==> config.mk <==
export PLATFORM = sky130hd
export DESIGN_NAME = strobe_rx
export DESIGN_NICKNAME = d
export VERILOG_FILES = /design/src/rtl/strobe_pkg.sv /design/src/rtl/strobe_rx_fifo.sv /design/src/rtl/strobe_rx.sv
export SDC_FILE = /design/constraint.sdc
export NUM_CORES = 1
export LEC_CHECK = 0
export CORE_UTILIZATION = 55
export CTS_BUF_LIST = sky130_fd_sc_hd__clkbuf_8
export CTS_CLUSTER_DIAMETER = 60
export CTS_CLUSTER_SIZE = 8
export DETAILED_ROUTE_END_ITERATION = 8
export GPL_TIMING_DRIVEN = 0
export PLACE_DENSITY_LB_ADDON = 0.25
export SLEW_MARGIN = 10
export SYNTH_ARGS = -nofsm -noshare
export SYNTH_HDL_FRONTEND = slang
export SYNTH_SLANG_ARGS = --single-unit
==> constraint.sdc <==
create_clock -name clk -period 3.4 [get_ports clk]
set_clock_uncertainty 0.1 [all_clocks]
set_input_delay 0.51 -clock clk [delete_from_list [all_inputs] [get_ports clk]]
set_output_delay 0.51 -clock clk [all_outputs]
set_load 0.02 [all_outputs]
==> src/rtl/strobe_pkg.sv <==
// Shared definitions for the toggle-flag strobe receiver: FSM encodings and
// the minimum synchronizer depth.
package strobe_pkg;
  localparam int MIN_DELAY = 2;

  typedef enum logic [0:0] {
    ST_IDLE       = 1'b0,
    ST_WAIT_SPACE = 1'b1
  } state_e;
endpackage

==> src/rtl/strobe_rx_fifo.sv <==
// Synchronous FIFO for strobe_rx. The head word is read from the storage
// registers, so it is valid in the same cycle the count goes non-zero.
module strobe_rx_fifo
  import strobe_pkg::*;
#(
  parameter int WIDTH = 8,
  parameter int DEPTH = 4
) (
  input  logic                       clk,
  input  logic                       rst,
  input  logic                       push,
  input  logic [WIDTH-1:0]           push_data,
  input  logic                       pop,
  output logic                       full,
  output logic                       empty,
  output logic [$clog2(DEPTH):0]     level,
  output logic [WIDTH-1:0]           head
);
  localparam int AW = $clog2(DEPTH);
  localparam int LW = AW + 1;

  logic [WIDTH-1:0] mem_q [DEPTH];
  logic [AW-1:0]    wr_q, rd_q;
  logic [LW-1:0]    cnt_q;
  logic             do_push, do_pop;

  assign full  = (cnt_q == LW'(DEPTH));
  assign empty = (cnt_q == '0);
  assign level = cnt_q;
  assign head  = mem_q[rd_q];

  // A push into a full FIFO is only taken when the head leaves in the same cycle.
  assign do_pop  = pop && !empty;
  assign do_push = push && (!full || do_pop);

  always_ff @(posedge clk) begin
    if (rst) begin
      wr_q  <= '0;
      rd_q  <= '0;
      cnt_q <= '0;
      for (int i = 0; i < DEPTH; i++) mem_q[i] <= '0;
    end else begin
      if (do_push) begin
        mem_q[wr_q] <= push_data;
        wr_q        <= wr_q + 1'b1;
      end
      if (do_pop) rd_q <= rd_q + 1'b1;
      case ({do_push, do_pop})
        2'b10:   cnt_q <= cnt_q + 1'b1;
        2'b01:   cnt_q <= cnt_q - 1'b1;
        default: cnt_q <= cnt_q;
      endcase
    end
  end
endmodule

==> src/rtl/strobe_rx.sv <==
// Receive end of the toggle-flag strobe crossing. Define STROBE_RX_ACK_EN to
// generate ack_toggle and the WAIT_SPACE backpressure path; otherwise words
// arriving at a full FIFO are dropped and flagged in overflow.
module strobe_rx
  import strobe_pkg::*;
#(
  parameter int WIDTH = 8,
  parameter int DELAY = 2,
  parameter int DEPTH = 4
) (
  input  logic                   clk,
  input  logic                   rst,
  input  logic                   req_toggle,
  input  logic [WIDTH-1:0]       req_data,
  output logic                   ack_toggle,
  output logic                   out_valid,
  input  logic                   out_ready,
  output logic [WIDTH-1:0]       out_data,
  output logic [$clog2(DEPTH):0] level,
  output logic                   overflow,
  output logic                   protocol_err
);
  localparam int SYNC_W = (DELAY < MIN_DELAY) ? MIN_DELAY : DELAY;

  logic [SYNC_W-1:0] sync_q;
  logic              seen_q;
  logic              evt;
  logic              full, empty, pop, push, can_write;

  always_ff @(posedge clk) begin
    if (rst) begin
      sync_q <= '0;
      seen_q <= 1'b0;
    end else begin
      sync_q <= {sync_q[SYNC_W-2:0], req_toggle};
      seen_q <= sync_q[SYNC_W-1];
    end
  end

  assign evt       = sync_q[SYNC_W-1] ^ seen_q;
  assign out_valid = !empty;
  assign pop       = out_valid && out_ready;
  assign can_write = !full || pop;

  strobe_rx_fifo #(.WIDTH(WIDTH), .DEPTH(DEPTH)) u_fifo (
    .clk       (clk),
    .rst       (rst),
    .push      (push),
    .push_data (req_data),
    .pop       (pop),
    .full      (full),
    .empty     (empty),
    .level     (level),
    .head      (out_data)
  );

`ifdef STROBE_RX_ACK_EN
  state_e state_q;
  logic   ack_q, perr_q;

  // In WAIT_SPACE the sender still holds req_data, so it is pushed the first
  // cycle space appears.
  assign push = can_write && ((state_q == ST_IDLE && evt) || state_q == ST_WAIT_SPACE);

  always_ff @(posedge clk) begin
    if (rst) begin
      state_q <= ST_IDLE;
      ack_q   <= 1'b0;
      perr_q  <= 1'b0;
    end else begin
      case (state_q)
        ST_IDLE: begin
          if (evt) begin
            if (can_write) ack_q   <= ~ack_q;
            else           state_q <= ST_WAIT_SPACE;
          end
        end
        ST_WAIT_SPACE: begin
          if (evt) perr_q <= 1'b1;
          if (can_write) begin
            ack_q   <= ~ack_q;
            state_q <= ST_IDLE;
          end
        end
        default: state_q <= ST_IDLE;
      endcase
    end
  end

  assign ack_toggle   = ack_q;
  assign protocol_err = perr_q;
  assign overflow     = 1'b0;
`else
  logic ovf_q;

  assign push = evt && can_write;

  always_ff @(posedge clk) begin
    if (rst) ovf_q <= 1'b0;
    else if (evt && !can_write) ovf_q <= 1'b1;
  end

  assign ack_toggle   = 1'b0;
  assign protocol_err = 1'b0;
  assign overflow     = ovf_q;
`endif
endmodule

Word-level counts from Yosys, hierarchy flattened
Memory sizes are Yosys's and may differ from the RTL's. A register that Yosys moved wholly into a read port is not among the register bits.
Cells that the tools add are included.
Cells by class
  $add $sub $neg: 4
  eq/ne operators: 3
  multiplexer cells: 11
  bitwise logic cells: 1
  reduce and logical (&&, ||, !) cells: 13
Operators by type and width (count)
  2-to-1 mux 8 bit: 1
  OR reduction 8 bit: 1
  2-to-1 mux 1 bit: 6
  2-to-1 mux 2 bit: 3
  one-hot mux 3 bit (2 select lines): 1
  logical AND 1 bit: 5
  adder 2 x 1 -> 2 bit, second input constant: 2
  adder 3 x 1 -> 3 bit, second input constant: 1
  == test 3 bit, second input constant: 1
  zero test 1 bit: 3
  zero test 3 bit: 1
  subtractor 3 x 1 -> 3 bit, second input constant: 1
  == test 2 x 1 -> 1 bit, second input constant: 1
  == test 2 bit, second input constant: 1
  logical OR 1 bit: 2
  nonzero test 2 bit: 1
  bitwise XOR 1 bit: 1
Word-level totals
  register bits: 11
  bits in writable memories: 32
  output and inout bits: 15
  memories kept: 1
Memories
  u_fifo.mem_q: words 4, bits a word 8, read ports 1, clocked after memory_dff 1, write ports 4, RTL line strobe_rx_fifo.sv:22  | logic [WIDTH-1:0] mem_q [DEPTH];

Depth between registers and ports, before layout
Gate-level depths: netlist (run 1).
  depth in word-level cells: 11
  gate-level depth with buffers: 9

Modules after synthesis
A second synthesis (run 1) with hierarchy kept.
Second synthesis, totals
  cell total of the unflattened synthesis: 149
  area total of the unflattened synthesis: 2026.9 sq um
Modules (own cells, without submodules)
  strobe_rx_fifo: times used 1, cells each 131, area an instance 1853.0 sq um, seq. area each 1141.1 sq um
  strobe_rx: times used 1, cells each 18, area an instance 173.9 sq um, seq. area each 80.1 sq um

Least setup slack after synthesis (run 1)
OpenSTA, ideal clock, no wires.
  path kind: input port to flip-flop
  start point: input out_ready
  end point: register u_fifo.cnt_q[2], in the netlist u_fifo.level[2]
  setup time: 0.072 ns
  arrival time: 2.412 ns
  data required time: 3.228 ns
  slack: 0.816 ns
  cell stages on the path: 9
  buffers on the path: 1
  path through: or4b_1 > clkbuf_1 > nand2_2 > ha_1 > inv_1 > fa_1 > xor2_1 > or3_1 > a21oi_1
On the way
  word-level cells in the longest chain between the ends: 6
  elaborated cells between the ends (all ways): 10
  classes of those cells: 2 x eq/ne; 1 x mux; 7 x reduce/logical
Ends and longest elaborated chain
  start: declaration: RTL line strobe_rx.sv:17  | input logic out_ready,
  logical AND 1 bit *: RTL line strobe_rx.sv:42  | assign pop = out_valid && out_ready;
  logical OR 1 bit or logical AND 1 bit (tied branches): RTL line strobe_rx.sv:43, strobe_rx_fifo.sv:33
  logical AND 1 bit or logical OR 1 bit (tied branches): RTL line strobe_rx.sv:96, strobe_rx_fifo.sv:34
  logical AND 1 bit: RTL line strobe_rx_fifo.sv:34  | assign do_push = push && (!full || do_pop);
  == test 2 x 1 -> 1 bit or == test 2 bit (tied branches): RTL line strobe_rx_fifo.sv:48  | case ({do_push, do_pop})
  one-hot mux 3 bit (2 select lines) or nonzero test 2 bit (tied branches)
  end signal: assignment: RTL line strobe_rx_fifo.sv:49  | 2'b10: cnt_q <= cnt_q + 1'b1;
  end signal: assignment: RTL line strobe_rx_fifo.sv:50  | 2'b01: cnt_q <= cnt_q - 1'b1;
  end signal: assignment: RTL line strobe_rx_fifo.sv:51  | default: cnt_q <= cnt_q;
  end: declaration: RTL line strobe_rx_fifo.sv:24  | logic [LW-1:0] cnt_q;
Every way passes the cells marked *; elsewhere a longest branch is shown, timed or not.
A chain may end at the register's enable or synchronous reset.

Worst setup path after layout (run 1)
Same ends and word-level chain as after synthesis.

==> flow_summary.ini, run 1 <==
[outcome]
status = finished clean

[sta]
rsz0062_at_grt = no
setup_tns_ns = 0
period_needed_ns = 3.003
max_slew_margin_pct = 64.31
max_freq_mhz = 333.0
finalCritPeriodShare_pct = 88.32
slew_violations = 0
tightest_slew_ns = 0.5354
finalSetupViolCount = 0
finalHoldViolations = 0
hold_ws_ns = 0.3505

[global_routing]
grt_util_all_layers_pct = 22.56
antenna_found_initial = 0
grt_pass1_vias = 1189
grt_overflow_total = 0
grt_first_pass_wirelength_mm = 5.747
grt_max_degree = 15

[clocking]
cts-resized-gates = 0
holdBufCountCts = 0
cts_sinks = 45
clk_latency_ns = 0.30
cts_root_buf = clkbuf_8
path_clk_slew_ns = 0.08
cts_setup_buffers = 0
clock_path_buffers = 2
cts_buffers = 5
h-tree-depth = 2
cts_tree = built

[cells_and_area]
fill_cells = 224
nets = 194
layout_commonest_cell = edfxtp_1
syn_to_final_growth_pct = 22.12
drive_gt1_share_pct = 18.23
layout_common_cells = edfxtp_1, nor2_1, clkdlybuf4s50_1
multi_input_area_um2 = 684.4
regArea_um2 = 1221
finalInstanceArea_um2 = 2404
final_cell_count_no_fill = 227
n_antenna_cell = 0

[setup_path]
cp-end-kind = flip-flop
cp_cell_sequence = clkdlybuf4s50_1 > or4b_1 > clkbuf_1 > nand2_2 > ha_1 > inv_1 > fa_1 > xor2_1 > or3_1 > a21oi_1
worstPathMaxFanout = 9
rr_startpoint = u_fifo.level[0]
worst_ep_arrival_time_ns = 3.13
crit_path_top_delay_cell = or4b_1
crit_type = in -> reg
cpPeakStageDelay_ns = 0.48
r2r_end = u_fifo.level[2]
required_ns = 3.53
critPathLaunchType = input pin
r2r_slack_ns = 0.65
reg2reg_depth = 9

[floorplanning]
fp.dieW_um = 61.82
die_y_um = 61.82
initial_utilization_pct = 58.07
dieArea_um2 = 3822
boundaryPins = 27
rows = 21
core_um2 = 3390

[synth]
synth_ff_type = edfxtp_1
synth-edff-count = 32
synthCells = 148
synth.cell_area_um2 = 1968
synth_area_per_cell_um2 = 13.30
ys_ff_latch = 45
ys_types = 32
ys_async_sr_fraction_pct = 0
ys_warn_count = 0
seq_area_frac_synth_pct = 62.05

[route]
viasPerCell = 5.383
num_vias = 1222
drc = 0
dr.pass1.iters = 4
ant_nets = 0
drt_wl_total_mm = 3.637
avgRoutedWirePerCell_um = 16.02
dr.first_iter.drc_count = 27

[power_and_ir_drop]
leakage_nw = 0.8349
vdd_drop_max_mv = 0.4749
p_per_area_nw_per_um2 = 634.9

[placed_design]
dp_hpwl_mm = 2.507
dp.cells = 219
gp_congestion = 0.7271
io_buffer_count = 24
dpl_cell_area_um2 = 2270

[hold_path]
hold_path.class = reg -> reg
min_from = sync_q[0]
hold_end = sync_q[1]
min_path_cells = 1

[job]
cap_violations = 0
critical path: cells and delay by family:
| kind | cells | cell delay [ns] |
|---|---|---|
| compound gates | 1 | 0.14 |
| buf+inv | 3 | 0.69 |
| simple gates | 3 | 1.00 |
| xor+xnor | 1 | 0.17 |
| fa+ha+maj | 2 | 0.62 |
state kept, by name, indices dropped and copies added (netlist names), named ones only:
signal,count
seen_q,1
u_fifo.mem_q,32
u_fifo.wr_q,2
sync_q,2
u_fifo.rd_q,2
overflow,1
u_fifo.level,3
power breakdown:
group / switching (W) / internal (W) / leakage [nW]
sequential: 0.0000353 / 0.000632 / 0.438
clock: 0.000178 / 0.000292 / 0.0681
combinational: 0.000195 / 0.000194 / 0.329
metal layers:
| metal | part of all wire (%) | up-vias | track usage, % |
|---|---|---|---|
| met4 | 1.6 | 0 | 9.841 |
| met5 | 0 | - | 0 |
| met1 | 40 | 601 | 26.24 |
| met2 | 54 | 29 | 39.17 |
| met3 | 4.3 | 5 | 6.211 |
| li1 | - | 587 | - |
synth_stat cells, types with 3 or more instances:
master | number | share of area (%)
nor2b_1 | 3 | 0.95
nor2_1 | 31 | 5.9
edfxtp_1 | 32 | 49
inv_1 | 4 | 0.76
xor2_1 | 4 | 1.8
nor2_2 | 8 | 2.5
dfxtp_1 | 13 | 13
nand2b_1 | 11 | 3.5
mux4_2 | 8 | 9.2
a21oi_1 | 4 | 1.0
how the worst max path moves through the flow:
stage	start	endpoint	slack, ns
2_1_floorplan	out_ready	u_fifo.level[2]	0.82
3_3_place_gp	out_ready	u_fifo.level[2]	0.17
3_5_place_dp	out_ready	u_fifo.level[2]	0.09
4_1_cts	out_ready	u_fifo.level[2]	0.41
5_1_grt	out_ready	u_fifo.level[2]	0.22
6_report	out_ready	u_fifo.level[2]	0.40
stage by stage:
stage | setup WS, ns | utilization (%) | power (W)
3_5_place_dp | 0.09499 | 66.96 | 0.001073
4_1_cts | 0.4055 | 70.91 | 0.001536
3_3_place_gp | 0.1668 | 66.96 | 0.001055
5_1_grt | 0.2217 | 70.91 | 0.001592
6_report | 0.3971 | 70.91 | 0.001526
2_1_floorplan | 0.8161 | - | 0.0009228
kinds of logic after synthesis:
logic type	Yosys count	synth area share, %
AOI/OAI and AO/OA	11	4.133
xor gates and xnor gates	6	2.670
adders and majority gates	2	1.653
buffers and inverters	13	3.369
DFF	45	62.05
muxes	8	9.154
other	1	0.1905
and+or+nand+nor	62	16.78
final cells by class:
class / count / share of cell area, %
repair buffers: 24 / 9.995
clock buffers: 5 / 2.863
multi-input cells: 91 / 28.47
inverters: 4 / 0.6247
clock inverters: 3 / 2.707
well taps: 46 / 2.395
plain buffers: 9 / 2.134
flip-flops and latches: 45 / 50.81
No activity file was read; power rests on OpenSTA's default activity.
==> run 2: changes to the inputs <==
--- a/config.mk
+++ b/config.mk
@@ -5,7 +5,8 @@
 export SDC_FILE = /design/constraint.sdc
 export NUM_CORES = 1
 export LEC_CHECK = 0
-export CORE_UTILIZATION = 55
+export CORE_ASPECT_RATIO = 0.9
+export CORE_UTILIZATION = 51
 export CTS_BUF_LIST = sky130_fd_sc_hd__clkbuf_8
 export CTS_CLUSTER_DIAMETER = 60
 export CTS_CLUSTER_SIZE = 8
==> constraint.sdc (replaced) <==
create_clock -name clk -period 2.5 [get_ports clk]
set_clock_uncertainty 0.1 [all_clocks]
set_input_delay 0.375 -clock clk [delete_from_list [all_inputs] [get_ports clk]]
set_output_delay 0.375 -clock clk [all_outputs]
set_load 0.02 [all_outputs]
==> run 2 against run 1 <==
Against the previous run: final area up 0.68%; final cell count up 0.44%; clock power grew 14%; core utilization is 5.6 points lower; non-clock buffer count increased by 1; first-iteration DRC count increased by 110%; combinational power is 45% higher; worst setup slack worse by 0.28 ns; power up 31%; sequential share of layout area decreased by 0.083 points; die area is 7.6% higher; register-to-register slack got worse by 0.54 ns; critical endpoint unchanged; highest routed layer unchanged.
==> flow_summary.ini, run 2 (synthesis gave the netlist of run 1 again) <==
[clocking]
cts_tree = built
cts_root_buf = clkbuf_8
h-tree-depth = 2
clk_latency_ns = 0.30
cts_sinks = 45
path_clk_slew_ns = 0.08
cts_buffers = 5
clock_path_buffers = 2

[cells_and_area]
layout_commonest_cell = edfxtp_1
drive_gt1_share_pct = 21.98
regArea_um2 = 1227
post-route-util_pct = 65.32
n_antenna_cell = 0
regMostFlops = u_fifo.mem_q
largest_reg_flops = 32
nets = 195
multi_input_area_um2 = 704.4
syn_to_final_growth_pct = 22.95
layout_common_cells = edfxtp_1, nor2_1, clkdlybuf4s50_1
final_cell_count_no_fill = 228
fill_cells = 285

[setup_path]
cp.depth = 9
cp-end-kind = flip-flop
cp_cell_sequence = or4b_1 > buf_4 > nand2_4 > ha_4 > inv_1 > fa_2 > xor2_1 > or3_1 > a21oi_1
r2r_slack_ns = 0.11
worst_ep_arrival_time_ns = 2.51
critPathLaunchType = flip-flop
crit_type = reg -> reg
cpPeakStageDelay_ns = 0.50
crit_buf_inv = 2
critPathTopFamily = simple AND/OR/NAND/NOR gates
crit_path_top_delay_cell = or4b_1
reg2reg_depth = 9
worstPathMaxFanout = 8
required_ns = 2.62

[power_and_ir_drop]
switching_share_pct = 27.99
p_int_w = 0.001445
p_per_area_nw_per_um2 = 829.3
comb_power_share_pct = 28.1
leakage_nw = 0.8427
power.switching_w = 0.0005616
vdd_drop_max_mv = 0.4883
fin_total_pwr_w = 0.002007
pwr-share-seq_pct = 45.2
power.clock.fraction_pct = 26.8

[job]
cap_violations = 0

[global_routing]
grtUsageMet1_pct = 23.83
grt_pass1_vias = 1208
busiest_layer = met2
antenna_found_initial = 0
grt_max_degree = 15
grt_util_all_layers_pct = 21.28
grt_overflow_total = 0
grtUsageMet3_pct = 4.699
use_met2_pct = 37.34
grt_first_pass_wirelength_mm = 5.913

[route]
num_vias = 1208
dr.pass1.iters = 4
avgRoutedWirePerCell_um = 16.22
viasPerCell = 5.298
dr.first_iter.drc_count = 58
drt_wl_total_mm = 3.698
drc = 0
ant_nets = 0

[floorplanning]
die_y_um = 60.94
boundaryPins = 27
dieArea_um2 = 4112
fp.dieW_um = 67.48
rows = 21
initial_utilization_pct = 53.12
core_um2 = 3705

[placed_design]
dp_hpwl_mm = 2.442
gp_congestion = 0.7128
io_buffer_count = 24
dp.cells = 219
pre_cts_slack_ns = -0.6332

[sta]
fin_ws_ns = 0.1124
period_needed_ns = 2.388
slew_violations = 0
finalSetupViolCount = 0
tightest_slew_ns = 0.5491
max_freq_mhz = 418.8
setup_tns_ns = 0
finalCritPeriodShare_pct = 95.51
max_slew_margin_pct = 63.27
finalHoldViolations = 0

[outcome]
status = finished clean

[hold_path]
min_path_cells = 1
hold_path.class = reg -> reg
run 2: final timing paths:
| check | endpoint | start |
|---|---|---|
| worst max-delay path | u_fifo.level[2] | u_fifo.level[0] |
| worst min-delay path | sync_q[1] | sync_q[0] |
| worst max register to register | u_fifo.level[2] | u_fifo.level[0] |
| worst min register to register | sync_q[1] | sync_q[0] |
run 2: final cells by class:
class	count	share of cell area [%]
Buffer	8	2.223
Clock buffer	5	2.844
Clock inverter	3	1.603
Inverter	4	0.6205
Multi-Input combinational cell	91	29.11
Sequential cell	45	50.72
Tap cell	46	2.378
Timing Repair Buffer	26	10.50
run 2: routing by layer:
layer,vias to the layer above,wire [µm]
li1,587,-
met1,582,1443
met2,34,1991
met3,5,193
met4,0,70
met5,-,0
run 2: power groups by stage:
stage / Sequential (W) / Clock [W] / Combinational, W
2_1_floorplan: 0.000930 / 0 / 0.000331
3_3_place_gp: 0.000920 / 0 / 0.000525
3_5_place_dp: 0.000926 / 0 / 0.000536
4_1_cts: 0.000915 / 0.000543 / 0.000540
5_1_grt: 0.000917 / 0.000567 / 0.000617
6_report: 0.000906 / 0.000537 / 0.000563
run 2: timing repair:
item,CTS,global route
hold endpoints to repair,0,0
hold buffers,0,0
endpoints found under the setup margin,4,1
setup buffers,1,1
pin swaps,0,0
resized for setup,4,4
run 2: per-stage QoR:
stage          hold WS, ns  instance area (µm²)
2_1_floorplan       0.3138                 1979
3_3_place_gp        0.3311                 2277
3_5_place_dp        0.3543                 2277
4_1_cts             0.3692                 2397
5_1_grt             0.3836                 2420
6_report            0.3629                 2420
==> run 3: changes to the inputs <==
--- a/config.mk
+++ b/config.mk
@@ -6,13 +6,13 @@
 export NUM_CORES = 1
 export LEC_CHECK = 0
 export CORE_ASPECT_RATIO = 0.9
-export CORE_UTILIZATION = 51
+export CORE_UTILIZATION = 45
 export CTS_BUF_LIST = sky130_fd_sc_hd__clkbuf_8
 export CTS_CLUSTER_DIAMETER = 60
 export CTS_CLUSTER_SIZE = 8
 export DETAILED_ROUTE_END_ITERATION = 8
 export GPL_TIMING_DRIVEN = 0
-export PLACE_DENSITY_LB_ADDON = 0.25
+export PLACE_DENSITY = 0.7
 export SLEW_MARGIN = 10
 export SYNTH_ARGS = -nofsm -noshare
 export SYNTH_HDL_FRONTEND = slang
==> run 3 against run 2 <==
Against the previous run: register-to-register slack worse by 0.05 ns; die area is 13% higher; maximum frequency is 2.2% lower; worst setup slack worse by 0.054 ns; non-clock buffer count is 1 lower.
==> flow_summary.ini, run 3 (synthesis gave the netlist of run 1 again) <==
[cells_and_area]
finalInstanceArea_um2 = 2427
multi_input_area_um2 = 708.2
regArea_um2 = 1227
final_cell_count_no_fill = 229
regMostFlops = u_fifo.mem_q
layout_common_cells = edfxtp_1, nor2_1, clkdlybuf4s50_1
nets = 194
fill_cells = 356
layout_commonest_cell = edfxtp_1
drive_gt1_share_pct = 22.10
largest_reg_flops = 32
post-route-util_pct = 58.79
syn_to_final_growth_pct = 23.33
n_antenna_cell = 0

[sta]
max_slew_margin_pct = 64.38
hold_ws_ns = 0.3548
finalHoldViolations = 0
finalSetupViolCount = 0
max_freq_mhz = 409.6
slew_violations = 0
tightest_slew_ns = 0.5325
finalCritPeriodShare_pct = 97.66
period_needed_ns = 2.442
rsz0062_at_grt = no

[global_routing]
grt_pass1_vias = 1218
grt_max_degree = 15
antenna_found_initial = 0
grt_util_all_layers_pct = 17.02
grt_first_pass_wirelength_mm = 5.727
grt_overflow_total = 0

[placed_design]
dp_hpwl_mm = 2.376
io_buffer_count = 24
dp.cells = 221
dpl_cell_area_um2 = 2280
gp_congestion = 0.7317

[floorplanning]
boundaryPins = 27
rows = 22
initial_utilization_pct = 47.67
core_um2 = 4129
die_y_um = 64.74
dieArea_um2 = 4643
fp.dieW_um = 71.71

[route]
drt_wl_total_mm = 3.542
avgRoutedWirePerCell_um = 15.47
drc = 0
dr.pass1.iters = 4
dr.first_iter.drc_count = 103
num_vias = 1201
ant_nets = 0
viasPerCell = 5.245

[setup_path]
worst_ep_arrival_time_ns = 2.56
cp-end-kind = flip-flop
worstPathMaxFanout = 8
crit_type = reg -> reg
critPathLaunchType = flip-flop
required_ns = 2.62

[clocking]
path_clk_slew_ns = 0.08
cts_root_buf = clkbuf_8
cts_sinks = 45
cts_tree = built
cts_buffers = 5
clk_latency_ns = 0.29
h-tree-depth = 2
clock_path_buffers = 2

[job]
cap_violations = 0

[power_and_ir_drop]
vdd_drop_max_mv = 0.4496
leakage_nw = 0.8347
p_per_area_nw_per_um2 = 824.4
fin_total_pwr_w = 0.002001

[hold_path]
hold_path.class = reg -> reg

[outcome]
status = finished clean
[run 3: where the power goes]
group          total (W)  internal (W)  switching, W  leakage (nW)
Combinational   0.000547      0.000283      0.000265         0.343
Clock           0.000539      0.000294      0.000245        0.0518
Sequential      0.000915      0.000864     0.0000506         0.440
Total            0.00200       0.00144      0.000560         0.835
[run 3: worst paths after layout]
path | cells after the start | slack [ns] | startpoint | end
worst max-delay path | 9 | 0.06 | u_fifo.level[1] | u_fifo.level[2]
worst min-delay path | 1 | 0.35 | sync_q[0] | sync_q[1]
worst max register to register | 9 | 0.06 | u_fifo.level[1] | u_fifo.level[2]
worst min register to register | 1 | 0.35 | sync_q[0] | sync_q[1]
[run 3: area by class of cell]
| class | instances | area share (%) |
|---|---|---|
| multi-input cells | 91 | 29.18 |
| inverters | 4 | 0.6186 |
| clock inverters | 3 | 1.701 |
| clock buffers | 5 | 2.835 |
| repair buffers | 25 | 10.15 |
| well taps | 48 | 2.474 |
| plain buffers | 8 | 2.474 |
| flip-flops and latches | 45 | 50.57 |
[run 3: worst max-delay path, stage by stage, from the launching register on]
cell and delay, ns:
dfxtp_4 0.38, or4b_4 0.53, clkbuf_8 0.17, nand2_4 0.06
ha_4 0.13, inv_1 0.05, fa_2 0.33, xor2_1 0.16
or3_1 0.30, a21oi_1 0.15
[run 3: repair_timing]
action                                  in CTS  in global routing
resized for setup                            6                  3
setup buffers                                1                  0
hold buffers                                 0                  0
endpoints found under the setup margin       2                  9
[run 3: metal layers]
layer / wire (µm) / GRT usage [%] / share of wire [%]
met1: 1561 / 20.98 / 44
met2: 1804 / 28.89 / 51
met3: 131 / 5.132 / 3.7
met4: 45 / 5.147 / 1.3
met5: 0 / 0 / 0
[run 3: through the flow]
step	setup slack [ns]	setup TNS, ns
after floorplan	0.006097	0
after global placement	-0.5943	-0.9690
after detailed placement	-0.6319	-1.258
after CTS	0.009744	0
after global routing	0.004297	0
final	0.05840	0
